## src/rtl/write_master_ctrl.sv

```systemverilog
// Avalon-MM write master: streams 6-word pixel batches from an upstream buffer to SDRAM.
// Optional response timeout enabled with `define WRITE_MASTER_TIMEOUT_EN.
module write_master_ctrl #(
  parameter logic [31:0] BASE_ADDR  = 32'h0000_0000,
  parameter int unsigned NUM_PIXELS = 307200,
  parameter int unsigned BATCH_LEN  = 6
) (
  input  logic        clk,
  input  logic        rst,
  input  logic        start,
  input  logic        batch_ready,
  input  logic [31:0] wr_data,
  input  logic        master_waitrequest,
  input  logic        master_writeresponsevalid,
  output logic        master_write,
  output logic [31:0] master_address,
  output logic [31:0] master_writedata,
  output logic [3:0]  master_byteenable,
  output logic        busy,
  output logic        frame_done,
  output logic        overrun
);

  typedef enum logic [2:0] {IDLE, WAIT_BATCH, WRITE, WAIT_RESP, FRAME_END} state_t;

  state_t      state, state_nx;
  logic [31:0] addr;
  logic [18:0] pix_cnt;
  logic [2:0]  word_cnt;
  logic        pending;
  logic        resp;
  logic        timeout;
  logic        batch_last;
  logic        frame_more;
  logic        br_busy;

  assign resp       = master_writeresponsevalid;
  assign batch_last = 32'(word_cnt) >= 32'(BATCH_LEN - 1);
  assign frame_more = (32'(pix_cnt) + 32'd1) < 32'(NUM_PIXELS);
  // batch_ready outside IDLE/WAIT_BATCH must be parked in pending
  assign br_busy    = batch_ready &&
                      (state == WRITE || state == WAIT_RESP || state == FRAME_END);

`ifdef WRITE_MASTER_TIMEOUT_EN
  logic [9:0] to_cnt;

  always_ff @(posedge clk) begin
    if (rst || state != WAIT_RESP || resp) to_cnt <= '0;
    else                                   to_cnt <= to_cnt + 10'd1;
  end

  // to_cnt==1022 marks the 1023rd silent cycle in WAIT_RESP
  assign timeout = (state == WAIT_RESP) && !resp && (to_cnt == 10'd1022);
`else
  assign timeout = 1'b0;
`endif

  always_comb begin
    state_nx = state;
    case (state)
      IDLE:       if (start) state_nx = WAIT_BATCH;
      WAIT_BATCH: if (batch_ready || pending) state_nx = WRITE;
      WRITE:      if (!master_waitrequest) state_nx = WAIT_RESP;
      WAIT_RESP: begin
        if (timeout)          state_nx = IDLE;
        else if (resp) begin
          if (!batch_last)      state_nx = WRITE;
          else if (frame_more)  state_nx = WAIT_BATCH;
          else                  state_nx = FRAME_END;
        end
      end
      FRAME_END:  state_nx = IDLE;
      default:    state_nx = IDLE;
    endcase
  end

  always_ff @(posedge clk) begin
    if (rst) begin
      state    <= IDLE;
      addr     <= '0;
      pix_cnt  <= '0;
      word_cnt <= '0;
      pending  <= 1'b0;
      overrun  <= 1'b0;
    end else begin
      state <= state_nx;
      case (state)
        IDLE: if (start) begin
          addr    <= BASE_ADDR;
          pix_cnt <= '0;
        end
        WAIT_BATCH: if (batch_ready || pending) word_cnt <= '0;
        WAIT_RESP: if (resp) begin
          addr     <= addr + 32'd4;
          pix_cnt  <= pix_cnt + 19'd1;
          word_cnt <= word_cnt + 3'd1;
        end
        default: ;
      endcase

      if (state_nx == IDLE || state == WAIT_BATCH) pending <= 1'b0;
      else if (br_busy)                            pending <= 1'b1;

      if ((br_busy && pending) || timeout) overrun <= 1'b1;
    end
  end

  assign master_write      = !rst && (state == WRITE);
  assign master_address    = rst ? 32'd0 : addr;
  assign master_writedata  = rst ? 32'd0 : wr_data;
  assign master_byteenable = 4'b0111;
  assign busy              = !rst && (state != IDLE);
  assign frame_done        = !rst && (state == FRAME_END);

endmodule

```

## config.mk

```make
export PLATFORM = sky130hd
export DESIGN_NAME = write_master_ctrl
export DESIGN_NICKNAME = d
export VERILOG_FILES = /design/src/rtl/write_master_ctrl.sv
export SDC_FILE = /design/constraint.sdc
export NUM_CORES = 1
export LEC_CHECK = 0
export CORE_MARGIN = 2
export CORE_UTILIZATION = 40
export CTS_BUF_LIST = sky130_fd_sc_hd__clkbuf_8
export DETAILED_ROUTE_END_ITERATION = 10
export PLACE_DENSITY = 0.71
export SETUP_SLACK_MARGIN = 0.2
export SLEW_MARGIN = 20
export SYNTH_ARGS = -nofsm -noshare
export SYNTH_HDL_FRONTEND = slang
export SYNTH_SLANG_ARGS = --single-unit
```

## constraint.sdc

```tcl
create_clock -name clk -period 2.4 [get_ports clk]
set_input_delay 0.48 -clock clk [delete_from_list [all_inputs] [get_ports clk]]
set_output_delay 0.48 -clock clk [all_outputs]
set_load 0.005 [all_outputs]
```

==> flow_metrics.env, run 1 <==
export IMPL_synth_edff_count=0
export IMPL_synth_top_family_by_area="simple AND/OR/NAND/NOR gates"
export IMPL_synthAdderAreaFrac=0.0151
export IMPL_slew_viol_final=0
export IMPL_holdCritPathClass="register to register"
export IMPL_fin_worst_skew_ns=0.00804
export IMPL_leakage_nw=1.68
export IMPL_routed_wl_um=8360
export IMPL_place_ws_ns=0.0844
export IMPL_cp_data_arrival_time_ns=2.36
export IMPL_path_max_fanout=5
export IMPL_synth_top_flop_cell="dfxtp_1"
export IMPL_rsz0062_at_grt="yes"
export IMPL_synth_seq_cells=57
export IMPL_placed_area_um2=4470
export IMPL_synth_cells=420
export IMPL_core_area_um2=8130
export IMPL_clk_pin_slew_worst_paths_ns=0.07
export IMPL_max_slew_worst_pin_slew_ns=0.510
export IMPL_tns_ns=0
export IMPL_place_inst=624
export IMPL_cts_max_level=3
export IMPL_first_global_vias=3094
export IMPL_synthMuxAreaShare=0.00603
export IMPL_rows=33
export IMPL_n_antenna_cell=0
export IMPL_multi_input_area_um2=2050
export IMPL_grt_max_degree=32
export IMPL_firstDrtPassIters=4
export IMPL_startpoint_type="register"
export IMPL_io_buffers=103
export IMPL_p_per_area_nw_per_um2=441
export IMPL_final_util=0.583
export IMPL_end_kind="register"
export IMPL_vias=3262
export IMPL_ant_nets=0
export IMPL_fp_dieW_um=95.1
export IMPL_drc=0
export IMPL_yosys_warnings=0
export IMPL_regArea_um2=1150
export IMPL_cts_root_buf="clkbuf_8"
export IMPL_die_h_um=95.1
export IMPL_cp_required_ns=2.64
export IMPL_yosys_area_share_simple=0.377
export IMPL_drt_initial_drc_count=102
export IMPL_ys_types=51
export IMPL_layout_setup_ws_ns=0.283
export IMPL_fin_nets=574
export IMPL_syn_area_um2=3320
export IMPL_ys_seq_area_frac=0.344
export IMPL_avgViaCountPerCell=5.08
export IMPL_layout_common_cells="102 x clkdlybuf4s50_1, 65 x nor2b_1, 64 x nor2_1"
export IMPL_syn_to_final_growth_pct=42.7
export IMPL_finalCritPeriodShare=0.882
export IMPL_die_area_um2=9050
export IMPL_status="finished clean"
export IMPL_cts_path_max_buffers=2
export IMPL_synth_compound_area_share=0.112
export IMPL_floorplan_initialDensity=0.408
export IMPL_gp_congestion=0.851
export IMPL_antenna_found_initial=0
export IMPL_drt_wirelength_per_cell_um=13.0
export IMPL_num_fill_cells=747
export IMPL_clk_insertion_delay_late_ns=0.34
export IMPL_ys_async_sr_fraction=0
export IMPL_cts_tree="built"
export IMPL_relSlewSlack=0.657
export IMPL_synth_area_per_cell_um2=7.91
export IMPL_layout_min_cycle_time_ns=2.12
export IMPL_cap_violations=0
export IMPL_numCtsBuffers=9
export IMPL_pin_count=110
export IMPL_max_vdd_ir_drop_mv=0.242
export IMPL_finalInstanceArea_um2=4740
export IMPL_track_usage=0.187
export IMPL_finalNonFillerCells=642
export IMPL_grt_pass1_wl_um=13600
export IMPL_worst_setup_path_type="register to register"
export IMPL_fmax_ghz=0.472
export IMPL_hold_viol_final=0
export IMPL_setup_violations_final=0
export IMPL_mostFrequentLayoutCell="clkdlybuf4s50_1"
export IMPL_r2r_slack_ns=0.28
export IMPL_final_layout_size_suffix_gt1_frac=0.127
export IMPL_synth_xor_area_share=0.0870
export IMPL_clock_sinks=57
export IMPL_overflow=0
export IMPL_dp_hpwl_um=6340
where the power goes:
part | leakage, nW | switching (mW) | internal [mW]
Sequential | 0.465 | 0.0121 | 0.951
Combinational | 1.13 | 0.109 | 0.147
Clock | 0.0912 | 0.395 | 0.476
area by class of cell:
cell class | instances | area share
tap | 105 | 0.0277
sequential | 57 | 0.244
inverter | 7 | 0.00554
multi-input combinational | 333 | 0.432
clock buffer | 9 | 0.0261
timing repair buffer | 124 | 0.250
clock inverter | 7 | 0.0150
per-stage QoR:
step                hold WS (ns)  total power [mW]
floorplan                  0.461              1.10
global route               0.543              2.18
global placement           0.449              1.24
CTS                        0.472              2.11
detailed placement         0.457              1.24
finish                     0.464              2.09
worst max-delay path: stages (launching register included):
cell     delay [ns]
dfxtp_2        0.36
ha_1           0.18
nand4_1        0.15
or4_4          0.51
buf_4          0.16
o22ai_1        0.18
o31ai_2        0.12
a31oi_2        0.18
nor4b_2        0.21
layer usage:
metal  wire length (um)  global-route usage
met5                  0                   0
met4                155              0.0857
met3                645              0.0435
met2               3940               0.317
met1               3620               0.223
cells by family after synthesis:
logic type | Yosys count
other | 2
DFF | 57
and+or+nand+nor | 232
muxes | 2
adders and majority gates | 4
xor gates and xnor gates | 33
AOI/OAI and AO/OA | 56
buffers and inverters | 34
cell usage after synthesis (all sizes together), types with 4 or more instances:
| library cell | instances | area (um2) |
|---|---|---|
| xnor2 | 7 | 61.3 |
| a21oi | 14 | 70.1 |
| nand4 | 11 | 75.1 |
| and4 | 4 | 36.3 |
| and3 | 7 | 43.8 |
| dfxtp | 57 | 1140 |
| nor2b | 65 | 407 |
| clkbuf | 14 | 52.6 |
| nand2 | 20 | 75.1 |
| nand2b | 4 | 25.0 |
| inv | 7 | 26.3 |
| a31oi | 4 | 25.0 |
| xor2 | 26 | 228 |
| or4 | 4 | 37.5 |
| nor2 | 65 | 244 |
| nand3 | 24 | 120 |
| buf | 13 | 113 |
| nor3 | 12 | 65.1 |
| ha | 4 | 50.1 |
| or3 | 7 | 43.8 |
| a22oi | 4 | 30.0 |
| o21ai | 14 | 70.1 |
flip-flops by register name (all words and copies together), names as in the netlist:
register	count
overrun	1
addr	30
pending	1
word_cnt	3
pix_cnt	19
state	3
worst paths after layout:
kind | from | to | depth (start not counted)
max | pix_cnt[0]$_SDFFE_PP0P_ | state[2]$_SDFF_PP0_ | 8
min | overrun$_SDFFE_PP0P_ | overrun$_SDFFE_PP0P_ | 2
max reg2reg | pix_cnt[0]$_SDFFE_PP0P_ | state[2]$_SDFF_PP0_ | 8
min reg2reg | overrun$_SDFFE_PP0P_ | overrun$_SDFFE_PP0P_ | 2
repair_timing:
| action | in CTS | in global routing |
|---|---|---|
| endpoints found under the setup margin | 1 | 7 |
| pin swaps | 0 | 4 |
| cloned | 0 | 0 |
| endpoints found under the hold margin | 0 | 0 |
| buffers inserted | 0 | 2 |
| gates resized for setup | 2 | 19 |
| hold buffers | 0 | 0 |
No activity file was read; power rests on OpenSTA's default activity.
==> inputs of run 2 (changes only) <==
--- a/config.mk
+++ b/config.mk
@@ -9,6 +9,7 @@
 export CORE_UTILIZATION = 40
 export CTS_BUF_LIST = sky130_fd_sc_hd__clkbuf_8
 export DETAILED_ROUTE_END_ITERATION = 10
+export GPL_ROUTABILITY_DRIVEN = 0
 export PLACE_DENSITY = 0.71
 export SETUP_SLACK_MARGIN = 0.2
 export SLEW_MARGIN = 20
==> results of run 2 <==
Same layout as run 1: the final DEF is identical, and so are final timing and power.
==> inputs of run 3 (changes only) <==
--- a/config.mk
+++ b/config.mk
@@ -10,7 +10,7 @@
 export CTS_BUF_LIST = sky130_fd_sc_hd__clkbuf_8
 export DETAILED_ROUTE_END_ITERATION = 10
 export GPL_ROUTABILITY_DRIVEN = 0
-export PLACE_DENSITY = 0.71
+export PLACE_DENSITY = 0.74
 export SETUP_SLACK_MARGIN = 0.2
 export SLEW_MARGIN = 20
 export SYNTH_ARGS = -nofsm -noshare
==> flow_metrics.env, run 3 (synthesis gave the netlist of run 1 again) <==
export IMPL_relSlewSlack=0.534
export IMPL_routed_wl_um=8400
export IMPL_clk_pin_slew_worst_paths_ns=0.07
export IMPL_holdCritPathClass="register to register"
export IMPL_clock_sinks=57
export IMPL_worst_setup_path_type="register to register"
export IMPL_path_max_fanout=5
export IMPL_pwr_share_comb=0.117
export IMPL_fin_nets=571
export IMPL_slew_viol_final=0
export IMPL_seqPwrFrac=0.430
export IMPL_floorplan_initialDensity=0.408
export IMPL_avgViaCountPerCell=5.19
export IMPL_grt_max_degree=39
export IMPL_top_register="addr"
export IMPL_largestRegisters="addr: 30 flops, pix_cnt: 19 flops"
export IMPL_drt_initial_drc_count=150
export IMPL_crit_slowest_cell="or4_4"
export IMPL_first_global_vias=3048
export IMPL_end_kind="register"
export IMPL_max_slew_worst_pin_slew_ns=0.694
export IMPL_cts_max_level=3
export IMPL_layout_min_cycle_time_ns=2.14
export IMPL_wl_met3_um=659
export IMPL_drc=0
export IMPL_m1WireLength_um=3540
export IMPL_met2WireLength_um=4020
export IMPL_tns_ns=0
export IMPL_fp_dieW_um=95.1
export IMPL_cap_violations=0
export IMPL_fmax_ghz=0.467
export IMPL_clockPowerShare=0.453
export IMPL_dp_hpwl_um=6160
export IMPL_io_buffers=103
export IMPL_syn_to_final_growth_pct=44.0
export IMPL_slowest_delay_ns=0.61
export IMPL_p_sw_frac=0.242
export IMPL_leakage_nw=1.70
export IMPL_critical_path_top_delay_family="compound AO/OA/AOI/OAI gates"
export IMPL_power_net_switching_mw=0.542
export IMPL_hold_viol_final=0
export IMPL_grt_pass1_wl_um=13500
export IMPL_layout_common_cells="102 x clkdlybuf4s50_1, 65 x nor2b_1, 65 x nor2_1"
export IMPL_firstDrtPassIters=6
export IMPL_rsz0062_at_grt="yes"
export IMPL_final_layout_size_suffix_gt1_frac=0.112
export IMPL_cts_hold_buf=0
export IMPL_track_usage=0.188
export IMPL_fin_worst_skew_ns=0.0106
export IMPL_numCtsBuffers=9
export IMPL_critPathBufInv=0
export IMPL_rows=33
export IMPL_cp_cell_sequence="nand4_2, or4_4, o221a_1, o31ai_2, a31oi_2, o41ai_2"
export IMPL_finalCritPeriodShare=0.893
export IMPL_pin_count=110
export IMPL_drt_wirelength_per_cell_um=13.1
export IMPL_cp_required_ns=2.65
export IMPL_mostFrequentLayoutCell="clkdlybuf4s50_1"
export IMPL_setup_violations_final=0
export IMPL_antenna_found_initial=0
export IMPL_cts_tree="built"
export IMPL_max_vdd_ir_drop_mv=0.332
export IMPL_p_int_mw=1.69
export IMPL_final_util=0.588
export IMPL_clk_insertion_delay_late_ns=0.35
export IMPL_cp_data_arrival_time_ns=2.39
export IMPL_die_h_um=95.1
export IMPL_top_layer="met4"
export IMPL_largest_reg_flops=30
export IMPL_startpoint_type="register"
export IMPL_p_per_area_nw_per_um2=467
export IMPL_status="finished clean"
export IMPL_ant_nets=0
export IMPL_overflow=0
export IMPL_die_area_um2=9050
export IMPL_vias=3319
export IMPL_cts_root_buf="clkbuf_8"
export IMPL_core_area_um2=8130
export IMPL_n_antenna_cell=0
export IMPL_cts_path_max_buffers=2
[run 3: changes by cell type in the layout (fill, tap and decap cells not counted), sizes merged]
cell	delta
buf	-3
clkinvlp	-2
bufinv	+1
inv	+1
[run 3: final cells by class]
class | instances | area [um2]
fill | 724 | 3350
timing repair buffer | 121 | 1200
sequential | 57 | 1150
tap | 105 | 131
inverter | 7 | 26.3
multi-input combinational | 333 | 2040
clock inverter | 7 | 103
clock buffer | 9 | 124
[run 3: repair_timing]
item                                    CTS  global route
buffers inserted                          0             2
pin swaps                                 1             6
gates cloned                              0             0
endpoints found under the setup margin   28             8
gates resized for setup                   8            10
[run 3: path summary, 6_finish.rpt]
| kind | startpoint | end | slack, ns | cells past startpoint |
|---|---|---|---|---|
| min reg2reg | overrun$_SDFFE_PP0P_ | overrun$_SDFFE_PP0P_ | 0.47 | 2 |
| max | pix_cnt[8]$_SDFFE_PP0P_ | state[0]$_SDFF_PP0_ | 0.26 | 6 |
| min | overrun$_SDFFE_PP0P_ | overrun$_SDFFE_PP0P_ | 0.47 | 2 |
| max reg2reg | pix_cnt[8]$_SDFFE_PP0P_ | state[0]$_SDFF_PP0_ | 0.26 | 6 |
[run 3: routing by layer]
metal	up-vias	global-route usage
li1	1649	-
met1	1531	0.215
met2	125	0.323
met3	14	0.0435
met4	0	0.101
met5	-	0
[run 3: per-stage QoR]
step                      hold slack [ns]  area, um2  worst slack [ns]  cells  total power [mW]
after global placement              0.456       4490             0.131    621              1.24
final                               0.470       4780             0.257    639              2.24
after floorplan                     0.461       3340             0.273    424              1.10
after CTS                           0.480       4730             0.200    637              2.26
after global routing                0.534       4780             0.149    639              2.32
after detailed placement            0.464       4490            0.0525    621              1.25
[run 3: tightest hold or removal path: cells and delay by family, from the launching register on]
| family | cells | cell delay (ns) |
|---|---|---|
| simple gates | 1 | 0.07 |
| compound gates | 1 | 0.04 |
| flops | 1 | 0.33 |
[run 3: power by group through the flow]
stage	clock network (mW)	logic, mW	registers, mW
6_report	1.01	0.262	0.962
5_1_grt	1.07	0.289	0.962
4_1_cts	1.03	0.264	0.962
3_5_place_dp	0	0.262	0.983
3_3_place_gp	0	0.259	0.983
2_1_floorplan	0	0.124	0.975
